## src/rtl/freq_step_counter.sv

```systemverilog
// ---------------------------------------------------------------------------------------------
// freq_step_counter
//
// Saturating up/down frequency-count register driven by a signed motor speed. Every rising
// edge of the (possibly asynchronous, slow) tick input requests one update. The speed sign
// picks the direction, and its magnitude picks the step size. A synchronous load overrides any
// coincident update. The count always stays within [MIN_CNT, MAX_CNT].
//
// Ports
//   i_clk       in   1        system clock; all state changes on the rising edge
//   i_rst_n     in   1        asynchronous active-low reset
//   i_tick      in   1        update strobe; each rising edge is one update request
//   i_valid     in   1        speed is valid; update requests are dropped while low
//   i_speed     in   SPEED_W  signed motor speed (sign = direction, magnitude = step)
//   i_load      in   1        synchronous load request
//   i_load_val  in   WIDTH    value to load; clamped to [MIN_CNT, MAX_CNT]
//   o_count     out  WIDTH    current frequency count
//   o_at_min    out  1        count == MIN_CNT
//   o_at_max    out  1        count == MAX_CNT
//   o_changed   out  1        one-cycle pulse: count changed on the previous clock edge
//
// Assumes WIDTH > SPEED_W, MIN_CNT < MAX_CNT < 2**WIDTH and MIN_CNT <= INIT_CNT <= MAX_CNT.
// ---------------------------------------------------------------------------------------------
module freq_step_counter #(
  parameter int unsigned WIDTH      = 16,
  parameter int unsigned SPEED_W    = 8,
  parameter int unsigned MIN_CNT    = 1,
  parameter int unsigned MAX_CNT    = 655,
  parameter int unsigned INIT_CNT   = 419,
  parameter int unsigned DEADBAND   = 0,
  parameter int unsigned STEP_SHIFT = 4
) (
  input  logic                      i_clk,
  input  logic                      i_rst_n,
  input  logic                      i_tick,
  input  logic                      i_valid,
  input  logic signed [SPEED_W-1:0] i_speed,
  input  logic                      i_load,
  input  logic        [WIDTH-1:0]   i_load_val,
  output logic        [WIDTH-1:0]   o_count,
  output logic                      o_at_min,
  output logic                      o_at_max,
  output logic                      o_changed
);

  localparam logic [WIDTH-1:0]   MinCnt   = WIDTH'(MIN_CNT);
  localparam logic [WIDTH-1:0]   MaxCnt   = WIDTH'(MAX_CNT);
  localparam logic [WIDTH-1:0]   InitCnt  = WIDTH'(INIT_CNT);
  localparam logic [SPEED_W:0]   Deadband = (SPEED_W + 1)'(DEADBAND);
  localparam logic [SPEED_W:0]   OneMag   = (SPEED_W + 1)'(1);
  localparam logic [WIDTH:0]     OneWide  = (WIDTH + 1)'(1);

  // -------------------------------------------------------------------------------------------
  // Tick synchroniser and rising-edge detect
  // -------------------------------------------------------------------------------------------
  logic r_s1, r_s2, r_s3;
  logic w_upd;

  always_ff @(posedge i_clk or negedge i_rst_n) begin
    if (!i_rst_n) begin
      r_s1 <= 1'b0;
      r_s2 <= 1'b0;
      r_s3 <= 1'b0;
    end else begin
      r_s1 <= i_tick;
      r_s2 <= r_s1;
      r_s3 <= r_s2;
    end
  end

  // Because r_s3 clears on reset, a tick held high across reset release is a fresh edge.
  assign w_upd = r_s2 & ~r_s3;

  // -------------------------------------------------------------------------------------------
  // Step computation
  // -------------------------------------------------------------------------------------------
  logic             w_neg;
  logic [SPEED_W:0] w_speed_ext;
  logic [SPEED_W:0] w_mag;
  logic [WIDTH:0]   w_mag_wide;
  logic [WIDTH:0]   w_step;

  assign w_neg       = i_speed[SPEED_W-1];
  assign w_speed_ext = {i_speed[SPEED_W-1], i_speed};
  // One extra bit so the most negative speed negates to its true magnitude.
  assign w_mag       = w_neg ? (~w_speed_ext + OneMag) : w_speed_ext;
  assign w_mag_wide  = {{(WIDTH - SPEED_W){1'b0}}, w_mag};
  assign w_step      = (w_mag_wide >> STEP_SHIFT) + OneWide;

  // -------------------------------------------------------------------------------------------
  // Saturating candidates
  // -------------------------------------------------------------------------------------------
  logic             [WIDTH-1:0] r_count;
  logic             [WIDTH:0]   w_cnt_wide;
  logic             [WIDTH:0]   w_sum;
  logic             [WIDTH:0]   w_diff;
  logic             [WIDTH-1:0] w_up_val;
  logic             [WIDTH-1:0] w_dn_val;
  logic             [WIDTH-1:0] w_load_clamped;

  assign w_cnt_wide = {1'b0, r_count};
  assign w_sum      = w_cnt_wide + w_step;
  assign w_diff     = w_cnt_wide - w_step;

  assign w_up_val = (w_sum > {1'b0, MaxCnt}) ? MaxCnt : w_sum[WIDTH-1:0];
  // w_diff[WIDTH] set means the step exceeded the count (borrow), so clamp rather than wrap.
  assign w_dn_val = (w_diff[WIDTH] || (w_diff < {1'b0, MinCnt})) ? MinCnt : w_diff[WIDTH-1:0];

  always_comb begin
    w_load_clamped = i_load_val;
    if (i_load_val < MinCnt) begin
      w_load_clamped = MinCnt;
    end else if (i_load_val > MaxCnt) begin
      w_load_clamped = MaxCnt;
    end
  end

  // -------------------------------------------------------------------------------------------
  // Next-state selection
  // -------------------------------------------------------------------------------------------
  logic             w_step_en;
  logic [WIDTH-1:0] w_count_d;

  // Requests arriving while invalid, inside the deadband or at zero speed are dropped.
  assign w_step_en = w_upd & i_valid & (w_mag > Deadband) & (i_speed != '0);

  always_comb begin
    w_count_d = r_count;
    if (i_load) begin
      w_count_d = w_load_clamped;
    end else if (w_step_en) begin
      w_count_d = w_neg ? w_dn_val : w_up_val;
    end
  end

  logic r_changed;

  always_ff @(posedge i_clk or negedge i_rst_n) begin
    if (!i_rst_n) begin
      r_count   <= InitCnt;
      r_changed <= 1'b0;
    end else begin
      r_count   <= w_count_d;
      r_changed <= (w_count_d != r_count);
    end
  end

  // -------------------------------------------------------------------------------------------
  // Outputs
  // -------------------------------------------------------------------------------------------
  assign o_count   = r_count;
  assign o_at_min  = (r_count == MinCnt);
  assign o_at_max  = (r_count == MaxCnt);
  assign o_changed = r_changed;

endmodule

```

## config.mk

```make
export PLATFORM = sky130hd
export DESIGN_NAME = freq_step_counter
export DESIGN_NICKNAME = d
export VERILOG_FILES = /design/src/rtl/freq_step_counter.sv
export SDC_FILE = /design/constraint.sdc
export NUM_CORES = 1
export LEC_CHECK = 0
export CELL_PAD_IN_SITES_DETAIL_PLACEMENT = 0
export CELL_PAD_IN_SITES_GLOBAL_PLACEMENT = 1
export CORE_MARGIN = 4
export CORE_UTILIZATION = 43
export CTS_CLUSTER_DIAMETER = 200
export CTS_CLUSTER_SIZE = 10
export DETAILED_ROUTE_END_ITERATION = 8
export PLACE_DENSITY_LB_ADDON = 0.1
export SLEW_MARGIN = 20
export SYNTH_ARGS = -nofsm -noshare
export SYNTH_HDL_FRONTEND = slang
export SYNTH_SLANG_ARGS = --single-unit
export TNS_END_PERCENT = 50
```

## constraint.sdc

```tcl
create_clock -name i_clk -period 6.8 [get_ports i_clk]
set_clock_uncertainty 0.05 [all_clocks]
set_input_delay 1.36 -clock i_clk [delete_from_list [all_inputs] [get_ports i_clk]]
set_output_delay 1.36 -clock i_clk [all_outputs]
set_load 0.005 [all_outputs]
```

==> metrics.md, run 1 <==
| Metric | Value |
|---|---|
| Status | completed |
| Seq/Total Area, Yosys | 0.161 |
| Placeable Area | 6940 µm² |
| Critical Path Source Type | primary input |
| Setup crit end kind | flip-flop |
| Crit Path Category | in2reg |
| Via count | 3566 |
| Critical Path AT | 6.59 ns |
| Leakage power | roughly 1.5 nW |
| Dpl hpwl | around 8600 µm |
| Max Used Layer | met4 |
| Crit-path max FO | 9 |
| Reg clk slew, reported paths | 0.08 ns |
| Final std cells w/o fill | between 500 and 600 |
| Synth cell types | just under 80 |
| Synth async-reset ratio | 1.00 |
| Synth Warn # | 0 |
| Synth area leader | dfrtp_1 |
| # diodes | 0 |
| RSZ-0062 raised after global routing | false |
| Remaining DRCs | 0 |
| Skew-Pair Late Insertion Delay | around 0.26 ns |
| Power Density | 126 nW/µm² |
| Fmax | about 0.15 GHz |
| Top-count cell post-synth | nor2_1 |
| Final Net Count | ~540 |
| Final min period | between 6 and 7 ns |
| Post-Route Setup TNS | 0 ns |
| Most common library cells after synthesis | nor2_1 (57), nand2_1 (38), a21oi_1 (32) |
| Ys flop type | dfrtp_1 |
| Tot Pwr | between 0.4 and 0.5 mW |
| Post-synth EDFFs | 0 |
| First-pass GRT wire length | between 15000 and 20000 µm |
| Max-Cap Viols | 0 |
| Fraction of layout cells with a size suffix above 1 | 0.104 |
| Post-route ant nets | 0 |
| Starting Density | 0.454 |
| Placed insts | 580 |
| Area grow syn2layout | 22.7% |
| Initial antenna violation count | 0 |
| Clk buf depth | 2 |
| Share of the synthesized area in the top cell type | 0.119 |
| Pins Over Slew Limit | 0 |
| Hold-fix buffers, CTS | 0 |
| Port Buffer Count | 47 |
| Synth Area per Inst | slightly above 7 µm² |
| Die ar. | 8770 µm² |
| Pre-antenna DRT Iters | 5 |
| Fill count | roughly 700 |
| Largest net degree at the start of global routing | 32 |
| Vias in the first global route | around 3400 |
| Hold/Removal Path Class | reg2reg |
| Final Cell Area | a little under 4000 µm² |
| Setup violations, final | 0 |
| WP data required | between 6 and 7 ns |
| Row cnt | 30 |
| CP most frequent cell | ha_1 |
| Clk root buf | clkbuf_8 |
| Slew margin rel. | 0.279 |
| Routed wire length | 10800 µm |
| Post-Syn Area | 3150 µm² |
| Post-Synthesis Cells | between 400 and 500 |
| WL met3 | between 600 and 700 µm |
| Register bit count reported by yosys | 20 |
| R2R Setup Slk | roughly 2.2 ns |
| Clock sinks | 20 |
| Crit-path cells | clkdlybuf4s50_1, inv_1, ha_1, nand2_1, nand2_1, xor2_1, inv_1, ha_1, nand3_1, nor2_1, ha_1, o211ai_4, o211ai_2, o211ai_2, or3_1, a221o_1, nor3_4, a21oi_2, mux2i_1, a21oi_1, or4b_1, or4_1 |
| Crit path largest cell delay | approximately 0.53 ns |
| GRT Resource Usage Total | 0.251 |
| Ports | 48 |
| Total gr overflow | 0 |
| CTS tree | done |
| Htree depth | 1 |
| GP Congestion | about 0.97 |
| Max VDD drop | between 0.09 and 0.1 mV |
| Crit share post-route | 0.957 |
| Tightest Pin Transition | 1.08 ns |
| Vias per std cell | around 6 |
| Die Wd | approximately 94 µm |
| Placed cell area | about 3800 µm² |
| Die span in y | about 94 µm |
| Final Hold Vio Count | 0 |
| CTS Buf Count | 3 |
| Wire length on met1 | about 5000 µm |
| Synth top area cells | dfrtp_1 (12%), nor2_1 (6.8%), ha_1 (6.0%), a21oi_1 (5.1%), nand2_1 (4.5%) |
| Met2 wire length | about 5000 µm |
| WL/cell | 18.4 µm |
| Initial drt markers | between 200 and 250 |
| Syn Nets | 486 |
| Cell at the slowest stage of the critical path | ha_1 |
==> placed cells by master, fill, tap and decap left out, types with 4 or more instances in the layout <==
cell / synthesis / final
clkdlybuf4s50_1: 0 / 47
nor3_1: 14 / 14
nor3b_1: 5 / 5
a21o_1: 5 / 5
nand2_1: 38 / 38
or4_1: 5 / 5
xor2_1: 6 / 6
nor2_1: 57 / 57
buf_4: 3 / 21
a221o_1: 4 / 4
or3_1: 5 / 5
xnor2_1: 14 / 14
nand2b_1: 9 / 9
o211ai_1: 4 / 4
inv_1: 29 / 29
a21oi_1: 32 / 32
dfrtp_1: 15 / 15
or2_2: 4 / 4
a211oi_1: 9 / 9
nand4_1: 4 / 4
a31oi_1: 7 / 7
o21ai_0: 17 / 17
ha_1: 15 / 15
o31ai_1: 5 / 5
nor4_1: 17 / 16
nand3_1: 14 / 14
o21a_1: 4 / 4
dfstp_2: 5 / 5
==> critical path: cells and delay by family <==
family	cells	cell delay (ns)
AND/OR/NAND/NOR	8	1.97
AO/OA/AOI/OAI	6	1.21
adder cells (fa/ha/maj)	3	1.00
buffers and inverters	3	0.64
XOR/XNOR	1	0.25
multiplexers	1	0.16
==> logic make-up after synthesis <==
group	Yosys count	share of synthesized area
other	2	0.00238
flip-flops	20	0.161
AO/OA/AOI/OAI	131	0.307
multiplexers	3	0.00952
XOR/XNOR	20	0.0556
adder cells (fa/ha/maj)	17	0.0722
buffers and inverters	50	0.0659
AND/OR/NAND/NOR	197	0.327
==> what timing repair did <==
item | in CTS | in global routing
buffers inserted | 0 | 3
setup endpoints to repair | 0 | 1
resized for setup | 0 | 3
==> power by group <==
group | switching, mW | internal (mW)
registers | 0.0127 | 0.125
logic | 0.149 | 0.120
clock network | 0.0394 | 0.0417
total | 0.201 | 0.287
==> sequential cells by signal (all words and copies together), names as in the netlist <==
| register | flops |
|---|---|
| r_s1 | 1 |
| o_changed | 1 |
| r_s2 | 1 |
| r_s3 | 1 |
| o_count | 16 |
==> path summary, 6_finish.rpt <==
path,from,to,depth (start not counted)
hold / removal,r_s1,r_s2,0
hold reg to reg,r_s1,r_s2,0
max in group asynchronous,i_rst_n,o_count[6],1
min in group asynchronous,i_rst_n,r_s1,1
setup reg to reg,o_count[0],o_changed,14
setup / recovery,i_speed[0],o_changed,22
==> cell type report <==
cell class	count	area, µm²	share of cell area
Clock buffer	4	45.0	0.0116
Sequential cell	20	507	0.131
Tap cell	96	120	0.0311
Multi-Input combinational cell	370	2460	0.636
Timing Repair Buffer	68	628	0.162
Inverter	29	109	0.0281
==> stage by stage <==
| stage | hold slack [ns] | utilization | setup slack, ns |
|---|---|---|---|
| floorplan | 0.281 | - | 0.336 |
| global placement | 0.282 | 0.544 | 0.0884 |
| detailed placement | 0.289 | 0.544 | 0.0404 |
| CTS | 0.306 | 0.551 | 0.319 |
| global route | 0.337 | 0.557 | 0.00178 |
| finish | 0.304 | 0.557 | 0.290 |
==> metal layers <==
metal / track usage / up-vias
li1: - / 1734
met1: 0.361 / 1685
met2: 0.395 / 130
met3: 0.0314 / 17
met4: 0.0698 / 0
met5: 0 / -
No activity file was read; power rests on OpenSTA's default activity.
==> run 2: changes to the inputs <==
==> constraint.sdc (replaced) <==
create_clock -name i_clk -period 6.8 [get_ports i_clk]
set_clock_uncertainty 0.05 [all_clocks]
set_input_delay 0.68 -clock i_clk [delete_from_list [all_inputs] [get_ports i_clk]]
set_output_delay 0.68 -clock i_clk [all_outputs]
set_load 0.005 [all_outputs]
==> run 2 against run 1 <==
  * Clock power increased by 9.1%
  * Utilization down 1.8 points
  * Register-to-register slack lost 0.25 ns
  * First-iteration DRC count increased by 69%
  * Global-route usage down 0.63 points
  * Worst hold slack improved by 0.0083 ns
  * Non-clock buffer count shrank 15
  * Power shrank 1.4%
  * Maximum frequency is 4.2% higher
  * Wire length shrank 2.4%
  * Critical endpoint unchanged
  * Largest power group unchanged
==> metrics.md, run 2 (same netlist as run 1, synthesis figures left out) <==
| Metric | Value |
|---|---|
| Htree depth | 1 (unchanged) |
| Reg clk slew, reported paths | 0.07 ns (was 0.08 ns) |
| GP Congestion | 0.961 (was 0.970) |
| Power Density | 128 nW/µm² (was 126 nW/µm²) |
| Crit Path Category | in2reg (unchanged) |
| Post-CTS Setup Repair Bufs | 0 (unchanged) |
| Min Hold Slack | 0.312 ns (was 0.304 ns) |
| Pre-antenna DRT Iters | 5 (unchanged) |
| RSZ-0062 raised after global routing | false (unchanged) |
| Fraction of layout cells with a size suffix above 1 | 0.0714 (was 0.104) |
| WP data required | 6.88 ns (about the same) |
| R2R Path End | o_changed (unchanged) |
| Tot Pwr | 0.481 mW (was 0.488 mW) |
| Sw frac | 0.405 (was 0.412) |
| Max VDD drop | 0.0764 mV (was 0.0971 mV) |
| Largest net degree at the start of global routing | 32 (unchanged) |
| Cell Int Power | 0.286 mW (was 0.287 mW) |
| Post-Route Setup TNS | 0 ns (unchanged) |
| Critical path launch point | i_speed[0] (unchanged) |
| Placed insts | 568 (was 580) |
| Launching point of the worst reg2reg path | o_count[0] (unchanged) |
| Setup ws final | 0.551 ns (was 0.290 ns) |
| Via count | 3523 (was 3566) |
| CTS tree | done (unchanged) |
| Hold-fix buffers, CTS | 0 (unchanged) |
| Die ar. | 8770 µm² (unchanged) |
| Critical Path AT | 6.33 ns (was 6.59 ns) |
| Initial drt markers | 340 (was 201) |
| Clk root buf | clkbuf_8 (unchanged) |
| Dpl hpwl | 8460 µm (was 8580 µm) |
| Placed cell area | 3690 µm² (was 3780 µm²) |
| Die Wd | 93.6 µm (unchanged) |
| Leakage power | 1.40 nW (was 1.47 nW) |
| R2R Setup Slk | 1.97 ns (was 2.22 ns) |
| Met2 usage | 0.389 (was 0.395) |
| Final std cells w/o fill | 572 (was 587) |
| Final Hold Vio Count | 0 (unchanged) |
| Setup crit end kind | flip-flop (unchanged) |
| Clock sinks | 20 (unchanged) |
| Max-Cap Viols | 0 (unchanged) |
| Die span in y | 93.6 µm (unchanged) |
| Hold Crit Depth | 0 (unchanged) |
| Final Net Count | 523 (was 538) |
| Psw | 0.195 mW (was 0.201 mW) |
| Util after Layout | 0.539 (was 0.557) |
| Sequential power share | 0.287 (was 0.283) |
| First-pass GRT wire length | 17300 µm (was 17600 µm) |
| Final min period | 6.25 ns (was 6.51 ns) |
| Clock share of power | 0.184 (was 0.166) |
| WHS Endpoint | r_s2 (unchanged) |
| Worst reg-to-reg path cell count | 14 (unchanged) |
| M3 GR Usage | 0.0265 (was 0.0314) |
| Most frequent cells in the layout | nor2_1 (57), clkdlybuf4s50_1 (47), nand2_1 (38) (unchanged) |
| Pins Over Slew Limit | 0 (unchanged) |
| Most Crowded Layer GR | met2 (unchanged) |
| Routed wire length | 10500 µm (was 10800 µm) |
| Commonest non-fill, non-tap cell in the layout | nor2_1 (unchanged) |
| Max reg flops | 16 (unchanged) |
| Logic pwr share | 0.529 (was 0.551) |
| Slew margin rel. | 0.388 (was 0.279) |
| Starting Density | 0.454 (unchanged) |
| Placeable Area | 6940 µm² (unchanged) |
| Fmax | 0.160 GHz (was 0.154 GHz) |
| Hold_sp | r_s1 (unchanged) |
| GRT Resource Usage Total | 0.245 (was 0.251) |
| CTS Buf Count | 3 (unchanged) |
| Ports | 48 (unchanged) |
| Place WS | 0.376 ns (was 0.0404 ns) |
| Initial antenna violation count | 0 (unchanged) |
| Tightest Pin Transition | 0.916 ns (was 1.08 ns) |
| Port Buffer Count | 47 (unchanged) |
| Clk buf depth | 2 (unchanged) |
| Hold/Removal Path Class | reg2reg (unchanged) |
| Crit share post-route | 0.919 (was 0.957) |
| Skew-Pair Late Insertion Delay | 0.25 ns (was 0.26 ns) |
| # diodes | 0 (unchanged) |
| Area grow syn2layout | 18.8% (was 22.7%) |
| Setup violations, final | 0 (unchanged) |
| Total gr overflow | 0 (unchanged) |
| Vias per std cell | 6.16 (was 6.07) |
| Fill count | 693 (was 699) |
| Status | completed (unchanged) |
| Critical Path Source Type | primary input (unchanged) |
| Crit-path max FO | 9 (unchanged) |
| Vias in the first global route | 3328 (was 3368) |
| Row cnt | 30 (unchanged) |
| Post-route ant nets | 0 (unchanged) |
| CTS-repair resized insts | 0 (unchanged) |
| Final Cell Area | 3740 µm² (was 3870 µm²) |
| WL/cell | 18.4 µm (about the same) |
| GR Util met1 | 0.350 (was 0.361) |
| Remaining DRCs | 0 (unchanged) |
run 2: per-layer routing:
layer,share of wire,vias to the layer above
li1,-,1701
met5,0,-
met1,0.45,1626
met4,0.020,0
met2,0.45,178
met3,0.077,18
run 2: how the worst max path moves through the flow:
stage / end / slack [ns] / depth (start not counted)
6_report: o_changed / 0.55 / 20
3_3_place_gp: o_changed / 0.48 / 21
5_1_grt: o_changed / 0.11 / 20
2_1_floorplan: o_changed / 1.02 / 20
4_1_cts: o_changed / 0.62 / 20
3_5_place_dp: o_changed / 0.38 / 20
run 2: cell type report:
class	instances	area, µm²	share of cell area
multi-input cells	370	2440	0.651
repair buffers	53	515	0.138
flip-flops and latches	20	507	0.135
well taps	96	120	0.0321
inverters	29	109	0.0291
clock buffers	4	55.1	0.0147
run 2: power groups by stage:
| stage | sequential [mW] | combinational (mW) | clock (mW) |
|---|---|---|---|
| detailed placement | 0.140 | 0.248 | 0 |
| floorplan | 0.134 | 0.174 | 0 |
| finish | 0.138 | 0.254 | 0.0885 |
| CTS | 0.138 | 0.250 | 0.0910 |
| global placement | 0.140 | 0.250 | 0 |
| global route | 0.139 | 0.278 | 0.0968 |
run 2: worst max-delay path, stage by stage:
cell and delay (ns):
clkdlybuf4s50_1 0.51, inv_1 0.06, ha_1 0.25, nand2_1 0.12
nand2_1 0.07, xor2_1 0.35, inv_1 0.09, ha_1 0.24
xnor2_1 0.22, ha_1 0.40, nand2b_1 0.28, a2111oi_4 0.49
or3_1 0.35, o22a_1 0.20, nand4_1 0.17, o211ai_1 0.52
a21o_1 0.20, o41ai_1 0.09, or4b_1 0.51, or4_1 0.52
==> run 3: changes to the inputs <==
CTS_CLUSTER_DIAMETER = default   (was 200)
==> results of run 3 <==
Final layout, timing and power as in run 2 (identical DEF).
